File: config.mk
export PLATFORM = sky130hd
export DESIGN_NAME = bcd_converter
export DESIGN_NICKNAME = d
export VERILOG_FILES = /design/src/rtl/display_pkg.sv /design/src/rtl/bcd_digit_adj.sv /design/src/rtl/bcd_converter.sv
export SDC_FILE = /design/constraint.sdc
export NUM_CORES = 1
export LEC_CHECK = 0
export ABC_AREA = 1
export BUFFER_PORTS_ARGS = -buffer_cell sky130_fd_sc_hd__buf_2
export CORE_UTILIZATION = 35
export DETAILED_ROUTE_END_ITERATION = 12
export GPL_TIMING_DRIVEN = 0
export PLACE_DENSITY = 0.54
export SLEW_MARGIN = 20
export SYNTH_ARGS = -nofsm -noshare
export SYNTH_HDL_FRONTEND = slang
export SYNTH_HIERARCHICAL = 1
export SYNTH_SLANG_ARGS = --single-unit
File: constraint.sdc
create_clock -name clk -period 1.8 [get_ports clk]
set_input_delay 0 -clock clk [delete_from_list [all_inputs] [get_ports clk]]
set_output_delay 0 -clock clk [all_outputs]
set_load 0.01 [all_outputs]
File: src/rtl/display_pkg.sv
`default_nettype none
// ============================================================================
//  Module      : display_pkg
//  Description : Shared types and constants for the display datapath
//                (binary-to-BCD conversion feeding 7-segment decoders).
//  Contents    : BCD_DIGIT_W  - width of one BCD nibble
//                BCD_BLANK    - nibble code the decoders render as all-off
//                bcd_state_t  - converter FSM state encoding
//  Revision    : 1.0 - initial release
// ============================================================================
package display_pkg;

    localparam int unsigned BCD_DIGIT_W = 4;
    localparam logic [BCD_DIGIT_W-1:0] BCD_BLANK = 4'hF;

    typedef enum logic [1:0] {
        IDLE   = 2'd0,
        SHIFT  = 2'd1,
        FINISH = 2'd2
    } bcd_state_t;

endpackage : display_pkg
`default_nettype wire

File: src/rtl/bcd_digit_adj.sv
`default_nettype none
// ============================================================================
//  Module      : bcd_digit_adj
//  Description : Double-dabble digit correction. Adds 3 to a BCD nibble when
//                it is 5 or more, so that the following left shift carries
//                correctly into the next decimal digit. Purely combinational.
//  Ports       : digit_in  [3:0] - scratch nibble before correction
//                digit_out [3:0] - corrected nibble (never above 4'hC)
//  Revision    : 1.0 - initial release
// ============================================================================
module bcd_digit_adj
    import display_pkg::*;
(
    input  logic [BCD_DIGIT_W-1:0] digit_in,
    output logic [BCD_DIGIT_W-1:0] digit_out
);

    always_comb begin
        digit_out = digit_in;
        if (digit_in >= 4'd5) begin
            digit_out = digit_in + 4'd3;
        end
    end

endmodule : bcd_digit_adj
`default_nettype wire

File: src/rtl/bcd_converter.sv
`default_nettype none
// ============================================================================
//  Module      : bcd_converter
//  Description : Sequential binary-to-BCD converter (shift-and-add-3).
//                One binary bit is consumed per cycle; a conversion takes
//                BIN_W+1 cycles from accepted start to the done pulse.
//                Results wider than DIGITS digits are reported via overflow
//                and the output holds the value modulo 10^DIGITS.
//  Config      : BCD_LEADING_ZERO_BLANK_EN - when defined, zero digits above
//                the most significant nonzero digit are replaced by 4'hF
//                (digit 0 is never blanked).
//  Parameters  : BIN_W  - binary input width (>= 4)
//                DIGITS - number of BCD digits (>= 1)
//  Ports       : clk      - clock, rising edge
//                rst_n    - asynchronous active-low reset
//                start    - conversion request, sampled only in IDLE
//                bin_in   - unsigned value, captured with accepted start
//                busy     - conversion in progress
//                done     - one-cycle pulse, bcd_out/overflow updated
//                bcd_out  - digit i at [4i+3:4i], digit 0 least significant
//                overflow - last result did not fit in DIGITS digits
//  Revision    : 1.0 - initial release
// ============================================================================
module bcd_converter
    import display_pkg::*;
#(
    parameter int BIN_W  = 16,
    parameter int DIGITS = 5
) (
    input  logic                          clk,
    input  logic                          rst_n,
    input  logic                          start,
    input  logic [BIN_W-1:0]              bin_in,
    output logic                          busy,
    output logic                          done,
    output logic [BCD_DIGIT_W*DIGITS-1:0] bcd_out,
    output logic                          overflow
);

    localparam int BCD_W = BCD_DIGIT_W * DIGITS;
    localparam int CNT_W = (BIN_W > 1) ? $clog2(BIN_W) : 1;
    localparam logic [CNT_W-1:0] C_CNT_LOAD = CNT_W'(BIN_W - 1);

    bcd_state_t        r_state;
    bcd_state_t        w_state_next;

    logic [CNT_W-1:0]  r_shift_cnt;
    logic [BIN_W-1:0]  r_bin;
    logic [BCD_W-1:0]  r_scratch;
    logic              r_ovf_scratch;

    logic              r_busy;
    logic              r_done;
    logic [BCD_W-1:0]  r_bcd_out;
    logic              r_overflow;

    logic [BCD_W-1:0]  w_adj;
    logic [BCD_W-1:0]  w_result;

    // ------------------------------------------------------------------------
    // Per-digit add-3 correction applied to the scratch before each shift
    // ------------------------------------------------------------------------
    generate
        for (genvar gi = 0; gi < DIGITS; gi++) begin : g_digit_adj
            bcd_digit_adj u_adj (
                .digit_in  (r_scratch[gi*BCD_DIGIT_W +: BCD_DIGIT_W]),
                .digit_out (w_adj[gi*BCD_DIGIT_W +: BCD_DIGIT_W])
            );
        end
    endgenerate

    // ------------------------------------------------------------------------
    // Final formatting of the scratch into the display value
    // ------------------------------------------------------------------------
`ifdef BCD_LEADING_ZERO_BLANK_EN
    // Walk from the top digit down; while every digit seen so far is zero it
    // is a leading zero and gets blanked. Digit 0 is always shown.
    always_comb begin
        logic w_leading;
        w_leading = 1'b1;
        w_result  = r_scratch;
        for (int i = DIGITS - 1; i >= 1; i--) begin
            if (w_leading && (r_scratch[i*BCD_DIGIT_W +: BCD_DIGIT_W] == '0)) begin
                w_result[i*BCD_DIGIT_W +: BCD_DIGIT_W] = BCD_BLANK;
            end else begin
                w_leading = 1'b0;
            end
        end
    end
`else
    assign w_result = r_scratch;
`endif

    // ------------------------------------------------------------------------
    // FSM state register
    // ------------------------------------------------------------------------
    always_ff @(posedge clk or negedge rst_n) begin
        if (!rst_n) begin
            r_state <= IDLE;
        end else begin
            r_state <= w_state_next;
        end
    end

    // ------------------------------------------------------------------------
    // FSM next-state logic
    // ------------------------------------------------------------------------
    always_comb begin
        w_state_next = r_state;
        case (r_state)
            IDLE: begin
                if (start) begin
                    w_state_next = SHIFT;
                end
            end
            SHIFT: begin
                if (r_shift_cnt == '0) begin
                    w_state_next = FINISH;
                end
            end
            FINISH: begin
                w_state_next = IDLE;
            end
            default: begin
                w_state_next = IDLE;
            end
        endcase
    end

    // ------------------------------------------------------------------------
    // Datapath, counter and output registers
    // ------------------------------------------------------------------------
    always_ff @(posedge clk or negedge rst_n) begin
        if (!rst_n) begin
            r_shift_cnt   <= '0;
            r_bin         <= '0;
            r_scratch     <= '0;
            r_ovf_scratch <= 1'b0;
            r_busy        <= 1'b0;
            r_done        <= 1'b0;
            r_bcd_out     <= '0;
            r_overflow    <= 1'b0;
        end else begin
            r_done <= 1'b0;
            case (r_state)
                IDLE: begin
                    if (start) begin
                        r_bin         <= bin_in;
                        r_scratch     <= '0;
                        r_shift_cnt   <= C_CNT_LOAD;
                        r_ovf_scratch <= 1'b0;
                        r_busy        <= 1'b1;
                    end
                end
                SHIFT: begin
                    // {scratch, binary} shifted left by one after correction;
                    // the bit leaving the top digit marks an overflow.
                    r_scratch     <= {w_adj[BCD_W-2:0], r_bin[BIN_W-1]};
                    r_bin         <= {r_bin[BIN_W-2:0], 1'b0};
                    r_ovf_scratch <= r_ovf_scratch | w_adj[BCD_W-1];
                    if (r_shift_cnt != '0) begin
                        r_shift_cnt <= r_shift_cnt - 1'b1;
                    end
                end
                FINISH: begin
                    r_bcd_out  <= w_result;
                    r_overflow <= r_ovf_scratch;
                    r_done     <= 1'b1;
                    r_busy     <= 1'b0;
                end
                default: begin
                    r_busy <= 1'b0;
                end
            endcase
        end
    end

    assign busy     = r_busy;
    assign done     = r_done;
    assign bcd_out  = r_bcd_out;
    assign overflow = r_overflow;

endmodule : bcd_converter
`default_nettype wire

# Word level (Yosys, flattened, before mapping)
# Cells that the tools add are included.
# totals
output_inout_bits	23
wordCells	55
inputBits	19
ff_bits	66
# classes
mux	20
reduce_logical	8
magnitude_cmp	5
bitwise_logic	2
n_eq_ne	5
add_sub_neg	6
# op_table
cell	n
one-hot mux 20 bit (2 select lines)	1
one-hot mux 16 bit (2 select lines)	1
2-to-1 mux 4 bit	7
adder 4 x 2 -> 4 bit (second input constant)	5
>= comparator 4 x 3 -> 1 bit (second input constant)	5
2-to-1 mux 20 bit	1
2-to-1 mux 16 bit	1
one-hot mux 4 bit (2 select lines)	1
!= test 2 bit (second input constant)	3
AND reduction 2 bit	3
zero test 4 bit	1
2-to-1 mux 2 bit	2
one-hot mux 1 bit (2 select lines)	2
one-hot mux 2 bit (2 select lines)	1
nonzero test 4 bit	1
subtractor 4 x 1 -> 4 bit (second input constant)	1
2-to-1 mux 1 bit	3
AND reduction 3 bit	1
equality test 2 x 1 -> 1 bit (second input constant)	1
equality test 2 bit (second input constant)	1
zero test 2 bit	1
nonzero test 2 bit	1
inverter 1 bit	1
bitwise OR 1 bit	1

# Longest topological paths before layout
# Gate-level depths: netlist (run 1).
# depth
word_depth	4
mapped_depth	9
ltp_nobuf	9

# Modules after synthesis
# Netlist (run 1), hierarchy kept.
# modules_own_cells
module	area_per_inst_um2	cells_each	seq_area_each_um2	n_inst
bcd_converter	2946.6	301	1651.6	1
bcd_digit_adj	135.1	23	0.0	5

# Worst setup path before layout (run 1)
# OpenSTA, ideal clock, no wires.
# synth_timing
path_type	flip-flop to flip-flop
from	reg r_scratch[16]
to	reg r_ovf_scratch
n_path_buf	0
required_time_ns	1.678
synth_period_minus_slack_ns	1.236
path_stages_with_launch	8
path_slack_ns	0.564
setup_time_ns	0.122
t_arrival_ns	1.114
cell_sequence	dfrtp_1 -> inv_1 -> ha_1 -> nor2_4 -> nor2_4 -> a21oi_2 -> o21ai_1 -> o21ai_2
# synth_via
elab_chain_len	4
elab_cells_between_ends	5
classes_between	1 x add/sub; 1 x order compare; 2 x mux; 1 x bitwise
# synth_rtl
element	line	text
start: declaration	bcd_converter.sv:49	logic [BCD_W-1:0] r_scratch;
start signal: assignment	bcd_converter.sv:158	r_scratch <= {w_adj[BCD_W-2:0], r_bin[BIN_W-1]};
adder 4 x 2 -> 4 bit / >= comparator 4 x 3 -> 1 bit (equally long branches)	bcd_digit_adj.sv:21, bcd_digit_adj.sv:20	
2-to-1 mux 4 bit *	bcd_digit_adj.sv:20	if (digit_in >= 4'd5) begin
net w_adj[19]	bcd_converter.sv:57	logic [BCD_W-1:0] w_adj;
bitwise OR 1 bit *	bcd_converter.sv:160	r_ovf_scratch <= r_ovf_scratch | w_adj[BCD_W-1];
one-hot mux 1 bit (2 select lines) *	bcd_converter.sv:145	case (r_state)
end signal: assignment	bcd_converter.sv:160	
end: declaration	bcd_converter.sv:50	logic r_ovf_scratch;
# Mark *: on every way through the listed nets, which the timed path passes. The rest lies on a longest branch.
# A chain may end at the register's enable or synchronous reset.

# Worst setup path after layout (run 1)
# layout_timing
from	reg r_state[0]
to	reg r_bin[0]
# layout_via
elab_chain_len	3
elab_cells_between_ends	6
classes_between	2 x eq/ne; 1 x mux; 3 x reduce/logical
# layout_rtl
element	line	text
start: declaration	bcd_converter.sv:44	bcd_state_t r_state;
start signal: assignment	bcd_converter.sv:101	r_state <= w_state_next;
equality test 2 x 1 -> 1 bit / zero test 2 bit (equally long branches)	bcd_converter.sv:145	
nonzero test 2 bit (no source line) / != test 2 bit (equally long branches)	-	
AND reduction 2 bit (no source line)	-	
end signal: assignment	bcd_converter.sv:148	r_bin <= bin_in;
end signal: assignment	bcd_converter.sv:159	r_bin <= {r_bin[BIN_W-2:0], 1'b0};
end: declaration	bcd_converter.sv:48	logic [BIN_W-1:0] r_bin;
# Several ways; a longest one is shown, not always the timed one.

==> impl_results.md, run 1 <==
* Synth Cell Area at 0.00362 mm2
* TritonCTS Buffers at 9
* Dpl ws at 449 ps
* Diodes inserted at 0
* Final worst slack at 417 ps
* Wirelength per Cell at roughly 11 um
* Worst Path Max Fanout at 3
* Lkg Pwr at 0.00216 uW
* CTS H-Tree Depth at 3
* Vias in the first global route at 2,805
* Overflow after GRT at 0
* Vias per cell at 4.49
* Crit-path slowest cell: dlygate4sd3_1
* Syn Inst Count at 416
* Post_cts resized at 0
* Slew margin rel. at 82.3%
* Nature of the critical path endpoint: flop
* Setup TNS at 0 ps
* Tightest Pin Transition at ~270 ps
* # fillers at 998
* PD cells at 1810 mW/mm2
* RSZ-0062 raised after global routing: false
* Worst-Skew Late Latency at ~330 ps
* Initial DRC Count at 115
* Die Ht at 104 um
* Layout Cells excl Fill at around 620
* Peak supply drop at just under 0.001 V
* Final GP Congestion at roughly 0.85
* Top post-synthesis cells by area: dfrtp_1 (46%), nand2_1 (11%), o21ai_2 (10%)
* Worst-path cell chain: nor2_2, nand3_1, dlygate4sd3_1, o21ai_2
* Dpl hpwl at 5.06 mm
* Yosys reg bits at 66
* Startpoint Class: flop
* Dpl cell area at 0.00402 mm2
* Num ports at 42
* DR pass1 iterations at 4
* CP required at between 2000 and 2500 ps
* Status: finished, final reports clean
* Hold Fails Final Rpt at 0
* DP Cell Count at around 600
* Post-synth top area cell: dfrtp_1
* Row count at 36
* Post-synth cell types at 21
* Drt drc at 0
* Setup-failing EPs final at 0
* Post-synth top area share at 45.6%
* Commonest non-fill, non-tap cells in the layout: nand2_1 (110), dfrtp_1 (66), inv_1 (57), o21ai_2 (42), buf_2 (40)
* Min Tclk post-route at 1380 ps
* Initial Util at roughly 37%
* Kind of critical path: reg2reg
* Fraction of layout cells with a size suffix above 1 at 30.1%
* Final Skew at 9.34 ps
* Die X at 104 um
* Clock-pin slew of the registers on the worst-case setup and hold paths at 70 ps
* Final instance area at 0.00439 mm2
* First-pass GRT wire length at between 10 and 15 mm
* Commonest non-fill, non-tap cell in the layout: nand2_1
* Largest net degree at the start of global routing at 53
* Routed via count at 2,802
* Min-Delay Path Class: in2reg
* Max Clk Rate at around 0.72 GHz
* Antenna-violating nets left at 0
* Final Cycle Share at 76.8%
* Core Region at 0.00991 mm2
* Crit path DAT at approximately 1700 ps
* Area Growth Syn to Fin at 21.2%
* Max stage delay on crit path at 570 ps
* Post-Syn Area per Cell at 8.71 um2
* Max Slew Vio Count at 0
* Die area at 0.0108 mm2
* YS warnings at 6
* Antenna violations before repair at 0
* Tot GR Track Use at 14.6%
* Sequential share of the synthesized area at 45.6%
* Number of port buffers at 41
* # nets final at approximately 520
* Max clock buf depth at 2
* Total routed wirelength at 7.13 mm
* Syn_nets at 446
* Clk Tree Root Cell: clkbuf_8
* CTS sink count at 66
* CTS tree: built
* Max_cap viols at 0
==> metrics by stage <==
stage | hold slack, ps | total power, uW | util [%]
2_1_floorplan | -296 | 5850 | -
3_3_place_gp | 247 | 6680 | 40.3
3_5_place_dp | -112 | 6780 | 40.6
4_1_cts | 21.1 | 8050 | 44.3
5_1_grt | 70.5 | 8720 | 44.3
6_report | 34.2 | 7930 | 44.3
==> cell type report <==
| cell class | instances | area [um2] | area share, % |
|---|---|---|---|
| timing repair buffer | 60 | 415 | 9.46 |
| inverter | 65 | 246 | 5.62 |
| clock buffer | 12 | 145 | 3.31 |
| clock inverter | 3 | 40.0 | 0.912 |
| multi-input combinational | 271 | 1570 | 35.8 |
| sequential | 66 | 1650 | 37.6 |
| tap | 133 | 166 | 3.79 |
| buffer | 14 | 151 | 3.45 |
==> cells in the mapped netlist <==
cell and n:
a21oi_2 5, buf_12 1, buf_4 4, buf_6 9, dfrtp_1 66, ha_1 11
inv_1 57, inv_2 7, inv_4 1, nand2_1 110, nand2_2 6, nand2_4 4
nand2_8 1, nand3_1 11, nor2_1 20, nor2_2 2, nor2_4 10, o21ai_0 23
o21ai_1 25, o21ai_2 42, o22ai_2 1
==> flip-flops by register name, summed over array words and instances (netlist names) <==
register / cells
bcd_out: 20
r_scratch: 20
r_bin: 16
done: 1
busy: 1
r_ovf_scratch: 1
overflow: 1
r_state: 2
r_shift_cnt: 4
==> worst max-delay path, delay by kind of cell, from the launching register on <==
kind                   cells  cell delay [ps]
buffers and inverters      1              570
and+or+nand+nor            2              260
DFF                        1              430
AOI/OAI and AO/OA          1               50
==> cell families after synthesis <==
family                   count (synthesis)  synth area share, %
adder cells (fa/ha/maj)                 11                 3.80
flip-flops                              66                 45.6
buffers and inverters                   79                 11.0
AO/OA/AOI/OAI                           96                 18.3
AND/OR/NAND/NOR                        164                 21.3
==> routing by layer <==
| layer | part of all wire, % | global-route usage [%] | vias to the layer above |
|---|---|---|---|
| li1 | - | - | 1443 |
| met1 | 48 | 18.3 | 1302 |
| met2 | 47 | 24.6 | 49 |
| met3 | 4.1 | 4.15 | 8 |
| met4 | 0.94 | 3.78 | 0 |
| met5 | 0 | 0 | - |
==> worst paths after layout <==
kind,startpoint,endpoint,slack [ps],cells after the start
max,r_state[0],r_bin[0],420,4
max in group asynchronous,rst_n,r_scratch[17],1190,3
min in group asynchronous,rst_n,r_bin[2],70,2
min reg2reg,bcd_out[13],bcd_out[13],480,2
min,bin_in[15],r_bin[15],30,5
max reg2reg,r_state[0],r_bin[0],420,4
==> what timing repair did <==
action,in CTS,in global routing
hold endpoints to repair,82,0
hold buffers,18,0
endpoints found under the setup margin,0,0
buffers inserted,0,0
==> power by group <==
group	total, uW	switching, uW	internal, uW
clock	1200	531	667
combinational	4180	2510	1670
sequential	2550	417	2140
total	7930	3450	4480
No activity file was read; power rests on OpenSTA's default activity.
==> run 2, diff against run 1 <==
--- a/config.mk
+++ b/config.mk
@@ -10,7 +10,7 @@
 export CORE_UTILIZATION = 35
 export DETAILED_ROUTE_END_ITERATION = 12
 export GPL_TIMING_DRIVEN = 0
-export PLACE_DENSITY = 0.54
+export PLACE_DENSITY = 0.56
 export SLEW_MARGIN = 20
 export SYNTH_ARGS = -nofsm -noshare
 export SYNTH_HDL_FRONTEND = slang
==> constraint.sdc (replaced) <==
create_clock -name clk -period 1.2 [get_ports clk]
set_input_delay 0 -clock clk [delete_from_list [all_inputs] [get_ports clk]]
set_output_delay 0 -clock clk [all_outputs]
set_load 0.01 [all_outputs]
==> impl_results.md, run 2 (same netlist as run 1, synthesis figures left out) <==
* First-pass GRT wire length at 13.7 mm
* Max Slew Vio Count at 0
* Hold-critical path depth at 5
* Startpoint Class: flop
* Max_cap viols at 0
* Die Ht at 104 um
* DP Cell Count at roughly 600
* CTS tree: built
* Pwr Total at 14,800 uW
* CP startpoint: r_scratch[17]
* Clock-pin slew of the registers on the worst-case setup and hold paths at approximately 70 ps
* Dpl hpwl at between 5 and 6 mm
* Lkg Pwr at roughly 0.0025 uW
* Combinational power share at 62.3%
* Min-Delay Path Class: in2reg
* Max clock buf depth at 2
* Total routed wirelength at between 9 and 10 mm
* Nature of the critical path endpoint: flop
* Clk Tree Root Cell: clkbuf_8
* Worst-Skew Late Latency at 340 ps
* Commonest non-fill, non-tap cells in the layout: nand2_1 (81), dfrtp_1 (62), o21ai_2 (53), inv_1 (45), buf_2 (40)
* Layout Cells excl Fill at 655
* Register area at 0.00166 mm2
* Final GP Congestion at 0.801
* # fillers at 903
* Area Growth Syn to Fin at 43.9%
* Worst Path Max Fanout at 4
* CP required at between 1000 and 1500 ps
* Vias per cell at 4.76
* Flop pwr share at 26.4%
* RSZ-0062 raised after global routing: true
* Wirelength per Cell at 13.9 um
* Die area at 0.0108 mm2
* Overflow after GRT at 0
* PD cells at 2840 mW/mm2
* Hold Fails Final Rpt at 0
* Peak supply drop at between 0.0015 and 0.002 V
* Number of port buffers at a little over 40
* Gr busiest metal: met2
* Routed via count at between 3,000 and 4,000
* Failing checks: setup timing
* Multi-input logic area at 0.00196 mm2
* Tightest Pin Transition at 281 ps
* CTS H-Tree Depth at 3
* Die X at around 100 um
* Sw Pwr at around 6500 uW
* Largest net degree at the start of global routing at 54
* Initial Util at 36.6%
* Core Region at 0.00991 mm2
* Fin util at 52.6%
* DR pass1 iterations at 4
* Final Cycle Share at 107%
* Antenna-violating nets left at 0
* TritonCTS Buffers at 9
* Diodes inserted at 0
* Vias in the first global route at 2,992
* Met3 Usage GRT at ~3.9%
* Row count at 36
* Num ports at 42
* M2 GR Usage at 27.0%
* # nets final at 548
* Fraction of layout cells with a size suffix above 1 at 48.7%
* Worst R2R Path Depth at 8
* Internal Pwr Total at between 8000 and 9000 uW
* Slew margin rel. at 81.2%
* Crit path DAT at approximately 1500 ps
* Final Skew at 5.47 ps
* Antenna violations before repair at 0
* Setup-failing EPs final at 38
* Reg2reg start: r_scratch[17]
* Initial DRC Count at just over 90
* Drt drc at 0
* CTS sink count at 66
* Min Tclk post-route at 1280 ps
* Tot GR Track Use at 15.9%
* Min Hold Slack at 5.50 ps
* Grt met1 use at roughly a fifth
* Status: finished, violations left
* Power share of the clock group at 11.3%
* Hold Startpoint: bin_in[12]
* Commonest non-fill, non-tap cell in the layout: nand2_1
* Max Clk Rate at a little under 0.8 GHz
* Final worst slack at -81.9 ps
* Sw Share at 44.1%
* Kind of critical path: reg2reg
==> run 2: cell count changes in the layout (fill, tap and decap cells not counted), sizes merged <==
cell / previous run / this run
buf: 56 / 80
clkbuf: 12 / 19
dlygate4sd3: 18 / 16
bufinv: 1 / 0
nand2: 121 / 123
inv: 65 / 63
clkinv: 2 / 5
==> run 2: final timing paths <==
path	endpoint	slack, ps
setup reg to reg	r_ovf_scratch	-80
hold / removal	r_bin[12]	5
min in group asynchronous	r_bin[7]	60
setup / recovery	r_ovf_scratch	-80
hold reg to reg	busy	480
max in group asynchronous	r_scratch[8]	580
==> run 2: critical path, cell delays in order, from the launching register on <==
cell and delay (ps):
dfrtp_1 390, inv_2 80, ha_4 170, nand2_4 70
nand2_4 60, nor2_4 140, a21oi_2 40, o21ai_1 150
o21ai_2 60
==> run 2: what timing repair did <==
action | in CTS | in global routing
setup endpoints to repair | 31 | 60
gates resized for setup | 31 | 103
gates cloned | 0 | 9
buffers inserted | 9 | 15
pin swaps | 11 | 45
hold buffers | 16 | 0
endpoints found under the hold margin | 81 | 0
==> run 2: final cells by class <==
class	count	share of cell area, %
Buffer	14	4.13
Clock buffer	12	2.98
Clock inverter	3	0.288
Inverter	65	5.11
Multi-Input combinational cell	273	37.7
Sequential cell	66	31.8
Tap cell	133	3.19
Timing Repair Buffer	89	14.9
==> run 2: routing by layer <==
metal  wire, um  part of all wire (%)
met2       4750                    52
met4        151                   1.7
met3        308                   3.4
met1       3900                    43
met5          0                     0
==> run 2: through the flow <==
stage	instance area [um2]	setup TNS, ps	setup slack, ps
after CTS	4530	-316	-94.8
final	5210	-1210	-81.9
after global routing	5210	-3770	-168
after detailed placement	4030	-1380	-107
after global placement	4000	-15610	-229
after floorplan	3620	-2.34	-2.34
==> run 2: power groups by stage <==
stage / sequential [uW] / combinational (uW) / clock, uW
final: 3910 / 9230 / 1680
after global placement: 3850 / 6170 / 0
after floorplan: 3900 / 4880 / 0
after CTS: 3850 / 6870 / 1730
after global routing: 4020 / 10200 / 1830
after detailed placement: 3890 / 6300 / 0
